<file path="src/rtl/compute_pkg.sv">
// Shared definitions for compute_unit_pipe: opcodes, instruction field positions, FSM states.
package compute_pkg;

    typedef enum logic [3:0] {
        OP_NOP  = 4'h0,
        OP_LOAD = 4'h1,
        OP_ADD  = 4'h2,
        OP_SUB  = 4'h3,
        OP_AND  = 4'h4,
        OP_OR   = 4'h5,
        OP_NOT  = 4'h6,
        OP_XOR  = 4'h7,
        OP_SHL  = 4'h8,
        OP_SHR  = 4'h9,
        OP_MUL  = 4'hA,
        OP_CMP  = 4'hB
    } opcode_e;

    localparam int OPC_LSB  = 12;
    localparam int TGT_LSB  = 8;
    localparam int SRC0_LSB = 4;
    localparam int SRC1_LSB = 0;
    localparam int IMM_LSB  = 0;
    localparam int FIELD_W  = 4;
    localparam int IMM_W    = 8;

    typedef enum logic {
        ST_RUN = 1'b0,
        ST_MUL = 1'b1
    } state_e;

endpackage

</file>
<file path="src/rtl/compute_mul_seq.sv">
// Iterative shift-add multiplier: one partial product per cycle, DATA_W cycles per product.
module compute_mul_seq #(
    parameter int DATA_W = 8
) (
    input  logic                  clk,
    input  logic                  rst,
    input  logic                  start,
    input  logic [DATA_W-1:0]     a,
    input  logic [DATA_W-1:0]     b,
    output logic                  busy,
    output logic                  done,
    output logic [2*DATA_W-1:0]   product
);

    localparam int CW = $clog2(DATA_W);

    logic [2*DATA_W-1:0] mcand;
    logic [2*DATA_W-1:0] acc;
    logic [2*DATA_W-1:0] acc_nxt;
    logic [DATA_W-1:0]   mplier;
    logic [CW-1:0]       cnt;

    // product is the accumulator including the current iteration, so the
    // caller can commit it on the same edge as the final iteration
    assign acc_nxt = acc + (mplier[0] ? mcand : '0);
    assign done    = busy && (cnt == CW'(DATA_W - 1));
    assign product = acc_nxt;

    always_ff @(posedge clk) begin
        if (rst) begin
            busy <= 1'b0;
            cnt  <= '0;
        end else if (start) begin
            busy   <= 1'b1;
            cnt    <= '0;
            mcand  <= {{DATA_W{1'b0}}, a};
            mplier <= b;
            acc    <= '0;
        end else if (busy) begin
            acc    <= acc_nxt;
            mcand  <= mcand << 1;
            mplier <= mplier >> 1;
            cnt    <= cnt + 1'b1;
            if (done) begin
                busy <= 1'b0;
            end
        end
    end

endmodule

</file>
<file path="src/rtl/compute_unit_pipe.sv">
// Register-file ALU with one execute stage and a valid/ready instruction input.
// Optional iterative multiplier built when COMPUTE_UNIT_MUL_EN is defined.
module compute_unit_pipe
    import compute_pkg::*;
#(
    parameter int DATA_W = 8,
    parameter int NREG   = 16
) (
    input  logic              clk,
    input  logic              rst,
    input  logic              in_valid,
    output logic              in_ready,
    input  logic [15:0]       instruction,
    output logic              out_valid,
    output logic [DATA_W-1:0] out_data,
    output logic [3:0]        out_reg_id,
    output logic              out_zero,
    output logic              out_carry,
    output logic              out_illegal
);

    localparam int IDW = $clog2(NREG);

    logic              ex_valid;
    logic [15:0]       ex_instr;
    logic [DATA_W-1:0] rf [NREG];

    opcode_e           ex_op;
    logic [3:0]        tgt, src0, src1;
    logic [7:0]        imm;
    logic [DATA_W-1:0] op_a, op_b, res_data;
    logic              res_carry;
    logic              legal, writes;

    assign ex_op = opcode_e'(ex_instr[OPC_LSB +: FIELD_W]);
    assign tgt   = ex_instr[TGT_LSB +: FIELD_W];
    assign src0  = ex_instr[SRC0_LSB +: FIELD_W];
    assign src1  = ex_instr[SRC1_LSB +: FIELD_W];
    assign imm   = ex_instr[IMM_LSB +: IMM_W];
    assign op_a  = rf[src0[IDW-1:0]];
    assign op_b  = rf[src1[IDW-1:0]];

    function automatic logic id_ok(input logic [3:0] id);
        return 32'(id) < NREG;
    endfunction

    function automatic logic shift_out(input logic [DATA_W-1:0] amt);
        return {1'b0, amt} >= (DATA_W + 1)'(DATA_W);
    endfunction

    // Returns {carry, data}; MUL is handled by the sequencer, not here
    function automatic logic [DATA_W:0] alu(input opcode_e op, input logic [DATA_W-1:0] a,
                                            input logic [DATA_W-1:0] b, input logic [7:0] imm8);
        logic [DATA_W:0] r;
        r = '0;
        case (op)
            OP_LOAD:        r = {1'b0, DATA_W'(imm8)};
            OP_ADD:         r = {1'b0, a} + {1'b0, b};
            OP_SUB, OP_CMP: r = {a < b, a - b};
            OP_AND:         r = {1'b0, a & b};
            OP_OR:          r = {1'b0, a | b};
            OP_NOT:         r = {1'b0, ~a};
            OP_XOR:         r = {1'b0, a ^ b};
            OP_SHL:         r = shift_out(b) ? '0 : {1'b0, a << b};
            OP_SHR:         r = shift_out(b) ? '0 : {1'b0, a >> b};
            default:        r = '0;
        endcase
        return r;
    endfunction

    assign {res_carry, res_data} = alu(ex_op, op_a, op_b, imm);

    always_comb begin
        legal  = 1'b0;
        writes = 1'b0;
        case (ex_op)
            OP_LOAD: begin
                legal  = id_ok(tgt);
                writes = 1'b1;
            end
            OP_NOT: begin
                legal  = id_ok(tgt) && id_ok(src0);
                writes = 1'b1;
            end
            OP_ADD, OP_SUB, OP_AND, OP_OR, OP_XOR, OP_SHL, OP_SHR: begin
                legal  = id_ok(tgt) && id_ok(src0) && id_ok(src1);
                writes = 1'b1;
            end
            OP_CMP: legal = id_ok(tgt) && id_ok(src0) && id_ok(src1);
`ifdef COMPUTE_UNIT_MUL_EN
            OP_MUL: legal = id_ok(tgt) && id_ok(src0) && id_ok(src1);
`endif
            default: legal = 1'b0;
        endcase
    end

`ifdef COMPUTE_UNIT_MUL_EN
    state_e                state;
    logic                  mul_start, mul_busy, mul_done;
    logic [2*DATA_W-1:0]   mul_prod;

    assign mul_start = (state == ST_RUN) && ex_valid && legal && (ex_op == OP_MUL);
    assign in_ready  = !rst && (state == ST_RUN) && !mul_busy && !(ex_valid && ex_op == OP_MUL);

    compute_mul_seq #(.DATA_W(DATA_W)) u_mul (
        .clk     (clk),
        .rst     (rst),
        .start   (mul_start),
        .a       (op_a),
        .b       (op_b),
        .busy    (mul_busy),
        .done    (mul_done),
        .product (mul_prod)
    );
`else
    assign in_ready = !rst;
`endif

    always_ff @(posedge clk) begin
        if (rst) begin
            ex_valid    <= 1'b0;
            out_valid   <= 1'b0;
            out_data    <= '0;
            out_reg_id  <= '0;
            out_zero    <= 1'b0;
            out_carry   <= 1'b0;
            out_illegal <= 1'b0;
            for (int i = 0; i < NREG; i++) rf[i] <= '0;
`ifdef COMPUTE_UNIT_MUL_EN
            state       <= ST_RUN;
`endif
        end else begin
            out_valid   <= 1'b0;
            out_zero    <= 1'b0;
            out_carry   <= 1'b0;
            out_illegal <= 1'b0;
            ex_valid    <= in_valid && in_ready;
            if (in_valid && in_ready) ex_instr <= instruction;

            // execute stage: ex register -> result pulse and register write
            if (ex_valid && ex_op != OP_NOP) begin
                out_reg_id <= tgt;
                if (!legal) begin
                    out_valid   <= 1'b1;
                    out_illegal <= 1'b1;
                    out_data    <= '0;
                end
`ifdef COMPUTE_UNIT_MUL_EN
                else if (ex_op == OP_MUL) begin
                    state <= ST_MUL;
                end
`endif
                else begin
                    out_valid <= 1'b1;
                    out_data  <= res_data;
                    out_zero  <= (res_data == '0);
                    out_carry <= res_carry;
                    if (writes) rf[tgt[IDW-1:0]] <= res_data;
                end
            end

`ifdef COMPUTE_UNIT_MUL_EN
            // ex_instr is frozen while multiplying, so tgt still names the target
            if (state == ST_MUL && mul_done) begin
                state                <= ST_RUN;
                rf[tgt[IDW-1:0]]     <= mul_prod[DATA_W-1:0];
                out_valid            <= 1'b1;
                out_reg_id           <= tgt;
                out_data             <= mul_prod[DATA_W-1:0];
                out_zero             <= (mul_prod[DATA_W-1:0] == '0);
                out_carry            <= |mul_prod[2*DATA_W-1:DATA_W];
            end
`endif
        end
    end

endmodule

</file>
<file path="config.mk">
export PLATFORM = sky130hd
export DESIGN_NAME = compute_unit_pipe
export DESIGN_NICKNAME = d
export VERILOG_FILES = /design/src/rtl/compute_pkg.sv /design/src/rtl/compute_mul_seq.sv /design/src/rtl/compute_unit_pipe.sv
export SDC_FILE = /design/constraint.sdc
export NUM_CORES = 1
export LEC_CHECK = 0
export CORE_MARGIN = 5
export CORE_UTILIZATION = 62
export CTS_CLUSTER_SIZE = 8
export DETAILED_ROUTE_END_ITERATION = 8
export PLACE_DENSITY = 0.81
export SETUP_SLACK_MARGIN = 0.05
export SLEW_MARGIN = 25
export SYNTH_ARGS = -nofsm -noshare
export SYNTH_HDL_FRONTEND = slang
export SYNTH_SLANG_ARGS = --single-unit
</file>
<file path="constraint.sdc">
create_clock -name clk -period 6.15 [get_ports clk]
set_clock_uncertainty 0.05 [all_clocks]
set_input_delay 1.23 -clock clk [delete_from_list [all_inputs] [get_ports clk]]
set_output_delay 1.23 -clock clk [all_outputs]
set_load 0.01 [all_outputs]
</file>
==> flow_results.xml <==
<?xml version="1.0" encoding="UTF-8"?>
<metrics>
  <group name="outcome">
    <metric name="status" unit="">finished clean</metric>
  </group>
  <group name="floorplanning">
    <metric name="area_of_the_core" unit="mm²">0.0158</metric>
    <metric name="die_height" unit="µm">137</metric>
    <metric name="ios" unit="">36</metric>
    <metric name="die_area" unit="mm²">0.0187</metric>
    <metric name="floorplan.initialDensity" unit="">0.629</metric>
    <metric name="core.rowCount" unit="">46</metric>
    <metric name="die_x" unit="µm">137</metric>
  </group>
  <group name="synthesis">
    <metric name="synth_fp_nets" unit="">878</metric>
    <metric name="synth_edf_count" unit="">144</metric>
    <metric name="postSynth.asyncResetShare" unit="">0</metric>
    <metric name="total_of_warnings_raised_by_yosys" unit="">0</metric>
    <metric name="synthesized_cell_area" unit="mm²">0.00996</metric>
    <metric name="yosysSeqAreaShare" unit="">0.485</metric>
    <metric name="syn-mean-instance-area" unit="µm²">12.0</metric>
    <metric name="number_of_different_library_cells_in_the_post_synthesis_netlist" unit="">75</metric>
    <metric name="ys_dominant_reg_cell" unit="">sky130_fd_sc_hd__edfxtp_1</metric>
    <metric name="postSynthCellCount" unit="">832</metric>
    <metric name="ys_ff_latch" unit="">169</metric>
  </group>
  <group name="global_route">
    <metric name="grt_util_met3" unit="">0.0765</metric>
    <metric name="number_of_global_route_vias_before_repair" unit="">7341</metric>
    <metric name="grt_pass1_wl" unit="µm">43800</metric>
    <metric name="grtUsageTotal" unit="">0.323</metric>
    <metric name="grt_start_max_net_pins" unit="">28</metric>
    <metric name="grt_overflow" unit="">0</metric>
    <metric name="antenna_violations_before_repair" unit="">0</metric>
    <metric name="met2_usage" unit="">0.503</metric>
    <metric name="grt_busiest_layer" unit="">met2</metric>
    <metric name="gr-usage-met1" unit="">0.433</metric>
  </group>
  <group name="cts">
    <metric name="clock_tree.buffer_depth" unit="">2</metric>
    <metric name="tritoncts" unit="">yes</metric>
    <metric name="clock_latency" unit="ns">0.46</metric>
    <metric name="worst_setup_hold_path_clk_slew" unit="ns">0.08</metric>
    <metric name="cts.sinks" unit="">169</metric>
    <metric name="cts.repair.resized" unit="">0</metric>
    <metric name="ctsHtreeMaxLevel" unit="">4</metric>
    <metric name="clk_root_buffer_cell" unit="">sky130_fd_sc_hd__clkbuf_16</metric>
    <metric name="cts_inserted_buffers" unit="">17</metric>
    <metric name="cts_hold_repair.buffers" unit="">0</metric>
    <metric name="post-cts-setup-buffers" unit="">0</metric>
  </group>
  <group name="timing">
    <metric name="max_slew.worst_pin.slew" unit="ns">1.07</metric>
    <metric name="fin_tns_setup" unit="ns">0</metric>
    <metric name="fmax" unit="GHz">0.184</metric>
    <metric name="setup_viol_count_final" unit="">0</metric>
    <metric name="timing.slew.headroom" unit="">0.281</metric>
    <metric name="unrepaired_setup_endpoints_after_global_routing" unit="">no</metric>
    <metric name="report.final.slew_viol_count" unit="">0</metric>
    <metric name="finalWorstPathRequiredPeriod" unit="ns">5.45</metric>
    <metric name="hold_slack" unit="ns">0.413</metric>
    <metric name="post-route-period-util" unit="">0.886</metric>
    <metric name="timing_hold_violations_final" unit="">0</metric>
  </group>
  <group name="power">
    <metric name="ir_drop" unit="V">0.000303</metric>
    <metric name="power_per_cell_area" unit="mW/mm²">305</metric>
    <metric name="total_leakage_power" unit="nW">4.02</metric>
  </group>
  <group name="drt">
    <metric name="drt.antenna.violating_nets" unit="">0</metric>
    <metric name="drc" unit="">0</metric>
    <metric name="drt_first_pass_iters" unit="">5</metric>
    <metric name="num_vias" unit="">7539</metric>
    <metric name="drtIter0Drc" unit="">1169</metric>
    <metric name="avgRoutedWirePerCell" unit="µm">26.7</metric>
    <metric name="route.detailed.vias_per_inst" unit="">6.94</metric>
    <metric name="totalWireLength" unit="µm">29000</metric>
  </group>
  <group name="worst_setup_path">
    <metric name="worst_setup_path_start_kind" unit="">register</metric>
    <metric name="worst-path-max-fanout" unit="">18</metric>
    <metric name="cp_data_arrival_time" unit="ns">5.76</metric>
    <metric name="crit_type" unit="">register to register</metric>
    <metric name="worstSetupEndpointType" unit="">register</metric>
    <metric name="crit_required" unit="ns">6.46</metric>
  </group>
  <group name="placement">
    <metric name="place_congestion" unit="">0.981</metric>
    <metric name="place_hpwl" unit="µm">20400</metric>
    <metric name="port_buffers" unit="">35</metric>
  </group>
  <group name="run">
    <metric name="drv_cap" unit="">0</metric>
  </group>
  <group name="hold_path">
    <metric name="min-delay-path-class" unit="">register to register</metric>
    <metric name="hold_path_startpoint" unit="">out_reg_id[0]$_SDFFE_PP0P_</metric>
  </group>
  <group name="layout">
    <metric name="diodes" unit="">0</metric>
    <metric name="synthToLayoutAreaGrowth" unit="%">12.0</metric>
    <metric name="final_layout_net_count" unit="">903</metric>
    <metric name="layout.core_utilization" unit="">0.704</metric>
    <metric name="post_route_cells_drive_above_1_share" unit="">0.228</metric>
  </group>
</metrics>
## power by group
group | total [mW] | internal [mW] | switching (mW)
sequential | 1.36 | 1.29 | 0.0656
clock | 1.12 | 0.563 | 0.556
combinational | 0.923 | 0.332 | 0.591
total | 3.40 | 2.19 | 1.21
## per-stage QoR
stage	std cells	instance area [µm²]	power (mW)	setup slack, ns
after floorplan	832	9960	1.99	1.67
after global placement	1054	10500	2.26	0.952
after detailed placement	1054	10500	2.27	0.763
after CTS	1086	11100	3.38	0.750
after global routing	1086	11100	3.51	0.397
final	1086	11100	3.40	0.702
## metal layers
layer | part of all wire | wire (µm)
met5 | 0 | 0
met4 | 0.050 | 1450
met1 | 0.37 | 10800
met2 | 0.47 | 13600
met3 | 0.11 | 3170
## state kept, by name, summed over array words and instances, names as in the netlist, named ones only
name,cells
rf,128
out_reg_id,4
out_illegal,1
ex_valid,1
out_valid,1
out_data,8
out_zero,1
ex_instr,16
out_carry,1
## synth_stat cells, types with 4 or more instances
cell	n	area [µm²]
sky130_fd_sc_hd__edfxtp_1	144	4320
sky130_fd_sc_hd__nor2_1	142	533
sky130_fd_sc_hd__nand2_1	66	248
sky130_fd_sc_hd__mux4_2	64	1440
sky130_fd_sc_hd__nor2_2	33	206
sky130_fd_sc_hd__inv_1	29	109
sky130_fd_sc_hd__mux2i_1	26	260
sky130_fd_sc_hd__nand3_1	26	130
sky130_fd_sc_hd__dfxtp_1	25	500
sky130_fd_sc_hd__ha_1	25	313
sky130_fd_sc_hd__clkbuf_1	22	82.6
sky130_fd_sc_hd__a21oi_1	20	100
sky130_fd_sc_hd__a22o_1	18	158
sky130_fd_sc_hd__buf_2	14	70.1
sky130_fd_sc_hd__o21ai_0	14	70.1
sky130_fd_sc_hd__nor2b_1	12	75.1
sky130_fd_sc_hd__a211oi_1	11	82.6
sky130_fd_sc_hd__a22oi_1	10	75.1
sky130_fd_sc_hd__mux2_2	9	101
sky130_fd_sc_hd__buf_1	7	26.3
sky130_fd_sc_hd__buf_6	6	67.6
sky130_fd_sc_hd__a21o_1	5	37.5
sky130_fd_sc_hd__a221oi_1	5	43.8
sky130_fd_sc_hd__inv_2	4	15.0
sky130_fd_sc_hd__nand2b_1	4	25.0
sky130_fd_sc_hd__nand3b_1	4	30.0
sky130_fd_sc_hd__nor3_1	4	20.0
sky130_fd_sc_hd__nor3_2	4	40.0
sky130_fd_sc_hd__nor4_2	4	50.1
## worst paths after layout
| path | to | slack (ns) | depth (start not counted) |
|---|---|---|---|
| hold reg to reg | out_reg_id[0]$_SDFFE_PP0P_ | 0.41 | 2 |
| hold / removal | out_reg_id[0]$_SDFFE_PP0P_ | 0.41 | 2 |
| setup reg to reg | out_zero$_SDFF_PP0_ | 0.70 | 14 |
| setup / recovery | out_zero$_SDFF_PP0_ | 0.70 | 14 |
## cells in the final DEF, fill, tap and decap left out, types with 4 or more instances in the layout
| master | instances |
|---|---|
| sky130_fd_sc_hd__a22o_1 | 18 |
| sky130_fd_sc_hd__nor3_2 | 4 |
| sky130_fd_sc_hd__o21ai_0 | 14 |
| sky130_fd_sc_hd__a21oi_1 | 20 |
| sky130_fd_sc_hd__inv_2 | 4 |
| sky130_fd_sc_hd__nand3_1 | 26 |
| sky130_fd_sc_hd__nand3b_1 | 4 |
| sky130_fd_sc_hd__buf_4 | 22 |
| sky130_fd_sc_hd__a211oi_1 | 11 |
| sky130_fd_sc_hd__a22oi_1 | 10 |
| sky130_fd_sc_hd__nor2b_1 | 11 |
| sky130_fd_sc_hd__nor3_1 | 4 |
| sky130_fd_sc_hd__inv_1 | 29 |
| sky130_fd_sc_hd__clkdlybuf4s50_1 | 35 |
| sky130_fd_sc_hd__mux2_2 | 9 |
| sky130_fd_sc_hd__nor2_1 | 142 |
| sky130_fd_sc_hd__clkinv_8 | 9 |
| sky130_fd_sc_hd__mux2i_1 | 26 |
| sky130_fd_sc_hd__mux4_2 | 64 |
| sky130_fd_sc_hd__a21o_1 | 5 |
| sky130_fd_sc_hd__nor2_2 | 33 |
| sky130_fd_sc_hd__clkbuf_16 | 17 |
| sky130_fd_sc_hd__nor4_2 | 4 |
| sky130_fd_sc_hd__ha_1 | 25 |
| sky130_fd_sc_hd__a221oi_1 | 5 |
| sky130_fd_sc_hd__edfxtp_1 | 144 |
| sky130_fd_sc_hd__nand2b_1 | 4 |
| sky130_fd_sc_hd__dfxtp_1 | 23 |
| sky130_fd_sc_hd__nand2_1 | 66 |
## final cells by class
cell class	count	area, µm²
inverter	34	128
sequential	169	4830
fill	1092	4680
timing repair buffer	58	536
clock buffer	17	425
multi-input combinational	577	4740
tap	216	270
clock inverter	15	216
## logic make-up (layout without fill, tap and decap cells)
| logic type | Yosys count | after routing | synth area share |
|---|---|---|---|
| multiplexers | 99 | 99 | 0.181 |
| flip-flops | 169 | 169 | 0.485 |
| buffers and inverters | 86 | 124 | 0.0398 |
| adder cells (fa/ha/maj) | 27 | 27 | 0.0354 |
| AND/OR/NAND/NOR | 323 | 323 | 0.160 |
| AO/OA/AOI/OAI | 128 | 128 | 0.0989 |
## critical path: stages (launching register included)
cell	delay, ns
sky130_fd_sc_hd__dfxtp_2	0.68
sky130_fd_sc_hd__mux4_2	0.58
sky130_fd_sc_hd__mux2_2	0.29
sky130_fd_sc_hd__o221ai_2	0.52
sky130_fd_sc_hd__inv_1	0.27
sky130_fd_sc_hd__ha_1	0.26
sky130_fd_sc_hd__o21ba_2	0.22
sky130_fd_sc_hd__o21ai_0	0.12
sky130_fd_sc_hd__a221oi_1	0.45
sky130_fd_sc_hd__o221ai_1	0.20
sky130_fd_sc_hd__a222oi_1	0.35
sky130_fd_sc_hd__nand2_1	0.17
sky130_fd_sc_hd__a211oi_4	0.79
sky130_fd_sc_hd__nand3_1	0.18
sky130_fd_sc_hd__nor4_2	0.18
Power figures use the tool's default switching activity.
